$ cat src/rtl/rw_pkg.sv
// rw_pkg: shared source-select encoding, stage layout and defaults for the writeback pipe.
package rw_pkg;

    localparam int RW_LINK_REG = 15;
    localparam int RW_PC_STEP  = 4;
    localparam int RW_DATA_W   = 32;
    localparam int RW_ADDR_W   = 4;

    // Encoded as {is_ld, is_call} so decode is a plain cast
    typedef enum logic [1:0] {
        SRC_ALU     = 2'b00,
        SRC_LINK    = 2'b01,
        SRC_LD      = 2'b10,
        SRC_ILLEGAL = 2'b11
    } rw_src_e;

    typedef struct packed {
        logic                 valid;
        logic                 we;
        logic [RW_ADDR_W-1:0] addr;
        logic [RW_DATA_W-1:0] data;
    } rw_stage_t;

    function automatic rw_src_e rw_decode(input logic is_ld, input logic is_call);
        return rw_src_e'({is_ld, is_call});
    endfunction

endpackage

$ cat src/rtl/rw_fwd_mux.sv
// rw_fwd_mux: youngest-first match of a query address against the in-flight stages.
module rw_fwd_mux #(
    parameter int DEPTH  = 1,
    parameter int ADDR_W = 4,
    parameter int DATA_W = 32
) (
    input  logic [DEPTH-1:0]             live,
    input  logic [DEPTH-1:0][ADDR_W-1:0] addr,
    input  logic [DEPTH-1:0][DATA_W-1:0] data,
    input  logic [ADDR_W-1:0]            q_addr,
    output logic                         q_hit,
    output logic [DATA_W-1:0]            q_data
);

    // Scan oldest to youngest so the youngest match is written last
    always_comb begin
        q_hit  = 1'b0;
        q_data = '0;
        for (int i = DEPTH - 1; i >= 0; i--) begin
            if (live[i] && addr[i] == q_addr) begin
                q_hit  = 1'b1;
                q_data = data[i];
            end
        end
    end

endmodule

$ cat src/rtl/rw_writeback_pipe.sv
// rw_writeback_pipe: source select, aligned writeback pipeline with stall/flush, forwarding and retire count.
module rw_writeback_pipe
    import rw_pkg::*;
#(
    parameter int DATA_W     = 32,
    parameter int ADDR_W     = 4,
    parameter int DEST_LSB   = 22,
    parameter int LINK_REG   = RW_LINK_REG,
    parameter int PC_STEP    = RW_PC_STEP,
    parameter int PIPE_DEPTH = 1,
    parameter int ZERO_WIRED = 0,
    parameter int CNT_W      = 16
) (
    input  logic              clk,
    input  logic              rst_n,
    input  logic              in_valid,
    input  logic              stall,
    input  logic              flush,
    input  logic              is_call,
    input  logic              is_ld,
    input  logic              is_wb,
    input  logic [DATA_W-1:0] alu_result,
    input  logic [DATA_W-1:0] ld_result,
    input  logic [31:0]       inst,
    input  logic [DATA_W-1:0] pc,
    input  logic [ADDR_W-1:0] q_addr,
    output logic              wb_en,
    output logic [ADDR_W-1:0] wb_addr,
    output logic [DATA_W-1:0] wb_data,
    output logic              q_hit,
    output logic [DATA_W-1:0] q_data,
    output logic              err_illegal,
    output logic [CNT_W-1:0]  retire_cnt
);

    typedef struct packed {
        logic              valid;
        logic              we;
        logic [ADDR_W-1:0] addr;
        logic [DATA_W-1:0] data;
    } stage_t;

    stage_t  s [PIPE_DEPTH];
    stage_t  in_e;
    rw_src_e src;
    logic    accept;
    logic    unused_inst;

    logic [PIPE_DEPTH-1:0]             live;
    logic [PIPE_DEPTH-1:0][ADDR_W-1:0] s_addr;
    logic [PIPE_DEPTH-1:0][DATA_W-1:0] s_data;

    assign unused_inst = ^inst;
    assign accept      = in_valid && !stall && !flush;

    always_comb begin
        src        = rw_decode(is_ld, is_call);
        in_e.valid = in_valid;
        in_e.addr  = src == SRC_LINK ? ADDR_W'(LINK_REG) : inst[DEST_LSB +: ADDR_W];
        in_e.data  = src == SRC_LINK ? pc + DATA_W'(PC_STEP) :
                     src == SRC_LD   ? ld_result :
                     src == SRC_ALU  ? alu_result : '0;
        in_e.we    = is_wb && src != SRC_ILLEGAL && !(ZERO_WIRED != 0 && in_e.addr == '0);
    end

    always_ff @(posedge clk or negedge rst_n) begin
        if (!rst_n) begin
            for (int i = 0; i < PIPE_DEPTH; i++) s[i] <= '0;
            err_illegal <= 1'b0;
            retire_cnt  <= '0;
        end else begin
            if (flush) begin
                for (int i = 0; i < PIPE_DEPTH; i++) s[i].valid <= 1'b0;
            end else if (!stall) begin
                s[0] <= in_e;
                for (int i = 1; i < PIPE_DEPTH; i++) s[i] <= s[i-1];
            end
            if (accept && src == SRC_ILLEGAL) err_illegal <= 1'b1;
            retire_cnt <= retire_cnt + CNT_W'(wb_en);
        end
    end

    // Gating with stall/flush makes the commit coincide with the edge the entry leaves
    assign wb_en   = s[PIPE_DEPTH-1].valid && s[PIPE_DEPTH-1].we && !stall && !flush;
    assign wb_addr = s[PIPE_DEPTH-1].addr;
    assign wb_data = s[PIPE_DEPTH-1].data;

    always_comb begin
        for (int i = 0; i < PIPE_DEPTH; i++) begin
            live[i]   = s[i].valid && s[i].we;
            s_addr[i] = s[i].addr;
            s_data[i] = s[i].data;
        end
    end

    rw_fwd_mux #(
        .DEPTH (PIPE_DEPTH),
        .ADDR_W(ADDR_W),
        .DATA_W(DATA_W)
    ) u_fwd (
        .live  (live),
        .addr  (s_addr),
        .data  (s_data),
        .q_addr(q_addr),
        .q_hit (q_hit),
        .q_data(q_data)
    );

endmodule

$ cat config.mk
export PLATFORM = sky130hd
export DESIGN_NAME = rw_writeback_pipe
export DESIGN_NICKNAME = d
export VERILOG_FILES = /design/src/rtl/rw_pkg.sv /design/src/rtl/rw_fwd_mux.sv /design/src/rtl/rw_writeback_pipe.sv
export SDC_FILE = /design/constraint.sdc
export NUM_CORES = 1
export LEC_CHECK = 0
export CELL_PAD_IN_SITES_DETAIL_PLACEMENT = 1
export CELL_PAD_IN_SITES_GLOBAL_PLACEMENT = 2
export CORE_MARGIN = 3
export CORE_UTILIZATION = 21
export DETAILED_ROUTE_END_ITERATION = 8
export GPL_TIMING_DRIVEN = 1
export PLACE_DENSITY = 0.84
export RECOVER_POWER = 100
export SETUP_SLACK_MARGIN = 0.02
export SYNTH_ARGS = -nofsm -noshare
export SYNTH_HDL_FRONTEND = slang
export SYNTH_SLANG_ARGS = --single-unit
$ cat constraint.sdc
create_clock -name clk -period 2.46 [get_ports clk]
set_clock_uncertainty 0.15 [all_clocks]
set_input_delay 0.492 -clock clk [delete_from_list [all_inputs] [get_ports clk]]
set_output_delay 0.492 -clock clk [all_outputs]
set_load 0.05 [all_outputs]
# Word level (Yosys, flattened, before mapping)

Cells that the tools add are included.

Multiplexer cells: 8
Equality and inequality tests: 6
Bitwise logic cells: 2
Reductions and logical operators: 12
Add/sub/neg operators: 2

Operator list:

| kind                                                                  | count |
|---|---|
| 32-bit 2-to-1 mux                                                     | 4 |
| 38-bit 2-to-1 mux                                                     | 1 |
| 32-bit by 3-bit adder with 32-bit output, second input constant       | 1 |
| 16-bit by 1-bit adder with 16-bit output                              | 1 |
| 1-bit logical AND                                                     | 8 |
| 2-bit equality test, second input constant                            | 2 |
| 4-bit equality test                                                   | 1 |
| 4-bit 2-to-1 mux                                                      | 1 |
| 2-bit by 1-bit equality test with 1-bit output, second input constant | 1 |
| 1-bit logical NOT                                                     | 2 |
| 2-bit logical NOT                                                     | 1 |
| 1-bit 2-to-1 mux                                                      | 2 |
| 2-bit by 1-bit != test with 1-bit output, second input constant       | 1 |
| 2-bit != test, second input constant                                  | 1 |
| 1-bit NOT                                                             | 2 |
| 2-bit AND reduction                                                   | 1 |

Word-level logic and storage cells: 36
Output and inout bits: 87
Bits in registers: 55

# Logic depth before layout (Yosys ltp)

Depth in word-level cells: 6
Gate-level depth with buffers: 10
Depth with buffers taken out: 8

# Hierarchy

Synthesis repeated with hierarchy kept, for this count alone.

Cell total of the unflattened synthesis: 449
Area total of the unflattened synthesis: 4,342.9 sq um

By module, submodules not included:

| module            | instances | seq. area each (sq um) | area an instance (sq um) | cells an instance |
|---|---|---|---|---|
| rw_writeback_pipe | 1         | 1,376.3                | 3,713.6                  | 399 |
| rw_fwd_mux        | 1         | 0.0                    | 629.4                    | 50 |

# Worst setup path before layout

OpenSTA, ideal clock, no wires.

Path kind: input -> register
Start: input port flush
End: register retire_cnt[13]
Setup slack: -0.765 ns
Path buffers: 2
Data required time: 2.168 ns
Stages: 10
Arrival time: 2.933 ns
Cells stage by stage: or2_2 -> clkbuf_1 -> clkbuf_1 -> nor2_1 -> ha_1 -> and3_1 -> nand3_1 -> nor2_1 -> nand3_1 -> xnor2_1

Longest elaborated chain between the ends: 3

RTL lines:

| item                                     | RTL line                | text |
|---|---|---|
| start: declaration                       | rw_writeback_pipe.sv:18 | `input logic flush,` |
| 1-bit logical NOT                        | rw_writeback_pipe.sv:84 | `assign wb_en = s[PIPE_DEPTH-1].valid && s[PIPE_DEPTH-1].we && !stall && !flush;` |
| 1-bit logical AND                        | rw_writeback_pipe.sv:84 |  |
| named net wb_en                          | rw_writeback_pipe.sv:27 | `output logic wb_en,` |
| 16-bit by 1-bit adder with 16-bit output | rw_writeback_pipe.sv:79 | `retire_cnt <= retire_cnt + CNT_W'(wb_en);` |
| end signal: assignment                   | rw_writeback_pipe.sv:79 |  |
| end: declaration                         | rw_writeback_pipe.sv:33 | `output logic [CNT_W-1:0] retire_cnt` |

The timed path passes the listed nets, and every way through them passes these cells.
A chain may end at the register's enable or synchronous reset.

# Final worst setup path

Start: register s (netlist bit wb_addr[3])
End: output port q_data[14]

Longest elaborated chain between the ends: 3

RTL lines:

| item                | RTL line                | text |
|---|---|---|
| start: declaration  | rw_writeback_pipe.sv:43 | `stage_t s [PIPE_DEPTH];` |
| 4-bit equality test | rw_fwd_mux.sv:20        | `if (live[i] && addr[i] == q_addr) begin` |
| 1-bit logical AND   | rw_fwd_mux.sv:20        |  |
| 32-bit 2-to-1 mux   | rw_fwd_mux.sv:20        |  |
| end: declaration    | rw_writeback_pipe.sv:31 | `output logic [DATA_W-1:0] q_data,` |

No other way between the ends.

==> impl_metrics.json <==
{
  "cp-end-kind": "output pin",
  "ys_async_sr_fraction_pct": 100,
  "p_total_mw": 3.11,
  "dpl_cell_area_sq_um": 6680,
  "grt_start_max_net_pins": 36,
  "syn_inst": 434,
  "yosysUniqueCellTypes": 41,
  "syn-mean-instance-area_sq_um": 9.04,
  "numPortBuffers": 198,
  "yosys-top-cells-area": "dfrtp_1, mux2i_1, buf_4, and2_1, xnor2_1",
  "routed_via_density": 4.57,
  "cts-buffers-inserted": 5,
  "ant_nets": 0,
  "core.rowCount": 49,
  "critical_path_class": "flip-flop to output pin",
  "r2r_cells": 8,
  "grt_setup_unrepaired": "true",
  "grt_overflow": 0,
  "start_kind": "flip-flop",
  "die_h_um": 143,
  "grt_pass1_wl_um": 24100,
  "wl_um": 15700,
  "fin_crit_sh_pct": 103,
  "root_buffer": "clkbuf_16",
  "powerDensity_nw_per_um2": 447,
  "synth_seq_area_share_pct": 35.1,
  "drive_above_1_share_pct": 23.0,
  "fin_crit_ns": 2.52,
  "syn-cell-area_sq_um": 3920,
  "final-max-slew-violation-count": 0,
  "whs_ns": 0.295,
  "fp.dieArea_sq_um": 20400,
  "drt_iter0_drc": 111,
  "status": "complete, but fails checks",
  "synth_ff_type": "dfrtp_1",
  "p_leak_nw": 2.96,
  "fin_area_sq_um": 6970,
  "yosysTopAreaCellShare_pct": 35.1,
  "violations": "setup timing",
  "arrival_ns": 1.88,
  "gp_congestion": 0.794,
  "worstPathMaxFanout": 14,
  "antenna_found_initial": 0,
  "fmax_mhz": 397,
  "cap_violations": 0,
  "ys_ff_latch": 55,
  "nets": 782,
  "yosysTopAreaCell": "dfrtp_1",
  "diodes": 0,
  "die_w_um": 143,
  "slew_headroom_pct": 14.1,
  "cp.required_ns": 1.82,
  "initial_utilization_pct": 21.6,
  "ir_worst_vdd_mv": 0.246,
  "utilization_pct": 38.4,
  "hold_viol_final": 0,
  "drc": 0,
  "dr.pass1.iters": 4,
  "rrSetupSlack_ns": 0.46,
  "io_pins": 227,
  "dpl.cell_count": 853,
  "cts_tree": "done",
  "synth-warning-count": 0,
  "post-route-worst-setup-slack_ns": -0.0620,
  "worst_pin_slew_ns": 1.29,
  "stdcell_count": 868,
  "cts.clk_slew.worst_paths_ns": 0.07,
  "clock-sinks": 55,
  "setup_viol": 33,
  "route.vias.total": 3971,
  "area_growth_pct": 77.5,
  "synth_edf_count": 0,
  "insertion_delay_ns": 0.31,
  "first_global_vias": 4326,
  "htreeDepth": 2,
  "core-area_sq_um": 18100,
  "dp_hpwl_um": 12400,
  "routedWlPerCell_um": 18.0,
  "grt_use_total_pct": 15.3,
  "syn_nets": 577,
  "hold_class": "primary input to asynchronous set/reset pin",
  "cts.path.max_buffers": 2
}
==> worst paths after layout <==
check                                          from                  endpoint
setup / recovery             wb_addr[3]$_DFFE_PN0P_                q_data[14]
hold / removal                                rst_n    wb_data[0]$_DFFE_PN0P_
setup reg to reg                  s[37]$_DFFE_PN0P_  retire_cnt[14]$_DFF_PN0_
hold reg to reg            retire_cnt[15]$_DFF_PN0_  retire_cnt[15]$_DFF_PN0_
max in group asynchronous                     rst_n  retire_cnt[14]$_DFF_PN0_
min in group clk           retire_cnt[15]$_DFF_PN0_  retire_cnt[15]$_DFF_PN0_
==> cells in the mapped netlist, types with 5 or more instances <==
cell type / instances
dfrtp_1: 55
nand2_1: 38
buf_4: 36
and2_1: 34
mux2i_1: 32
nor2_1: 25
o21ai_0: 23
xnor2_1: 23
xor2_1: 21
nand3_1: 20
o221ai_1: 20
clkbuf_1: 17
inv_1: 12
nand4_1: 12
o21a_1: 8
a21oi_1: 6
and3_1: 6
o22a_1: 5
==> sequential cells by signal, summed over array words and instances (netlist names) <==
name         flops
err_illegal      1
retire_cnt      16
s                2
wb_addr          4
wb_data         32
==> worst max-delay path: stages, from the launching register on <==
cell and delay [ns]:
dfrtp_1 0.39, xnor2_1 0.17, nand3_1 0.17, nor3_4 0.24, buf_12 0.16, buf_12 0.14, and2_4 0.16, buf_12 0.13
==> where the power goes <==
| group | total [mW] | internal, mW | leakage, nW | switching, mW |
|---|---|---|---|---|
| clock | 0.836 | 0.476 | 0.0759 | 0.360 |
| combinational | 1.17 | 0.483 | 2.19 | 0.684 |
| sequential | 1.11 | 1.01 | 0.690 | 0.0967 |
| total | 3.11 | 1.97 | 2.96 | 1.14 |
==> kinds of logic (layout without fill, tap and decap cells) <==
family,Yosys count,count (layout),share of synthesized area (%)
and+or+nand+nor,152,152,21.1
muxes,32,32,8.16
AOI/OAI and AO/OA,77,77,14.5
buffers and inverters,71,276,10.4
DFF,55,55,35.1
xor gates and xnor gates,44,44,9.82
adders and majority gates,3,3,0.957
==> per-layer routing <==
metal  global-route usage [%]  wire, um
met4                     2.10        89
met5                        0         0
met2                     26.9      7920
met1                     18.7      6480
met3                     5.19      1170
==> layout make-up <==
cell class / instances / area (sq um)
Timing Repair Buffer: 257 / 2800
Sequential cell: 55 / 1380
Inverter: 12 / 45.0
Clock inverter: 2 / 37.5
Fill cell: 2069 / 11200
Clock buffer: 5 / 125
Multi-Input combinational cell: 308 / 2290
Tap cell: 229 / 287
==> per-stage QoR <==
| stage | setup TNS (ns) | setup WS (ns) |
|---|---|---|
| after detailed placement | -8.57 | -0.234 |
| final | -1.52 | -0.0620 |
| after CTS | -0.650 | -0.0462 |
| after global routing | -5.71 | -0.175 |
| after global placement | -6.70 | -0.199 |
| after floorplan | -0.142 | -0.0669 |
==> timing repair <==
item                       CTS  global route
gates resized for setup     33            14
pin swaps                    1             4
setup endpoints to repair   33            33
hold buffers                 0             0
setup buffers                4             2
gates cloned                 2             0
==> placed cells by master (no fill, tap or decap), drive strengths merged, types with 2 or more instances in the layout <==
| master | count |
|---|---|
| dlygate4sd3 | 53 |
| nand2 | 38 |
| nor2 | 25 |
| inv | 12 |
| dlygate4sd2 | 2 |
| clkdlybuf4s15 | 2 |
| nor4 | 3 |
| nor3 | 5 |
| a21oi | 6 |
| buf | 83 |
| dfrtp | 55 |
| xor2 | 21 |
| nand4 | 14 |
| xnor2 | 23 |
| clkdlybuf4s50 | 105 |
| o221ai | 20 |
| a221oi | 2 |
| o21a | 8 |
| o21ai | 23 |
| and2 | 34 |
| o22ai | 2 |
| clkbuf | 17 |
| ha | 3 |
| mux2i | 32 |
| o22a | 5 |
| o211ai | 2 |
| or2 | 2 |
| and3 | 6 |
| nand3 | 20 |
| o221a | 4 |
| nand2b | 2 |
Power figures use the tool's default switching activity.
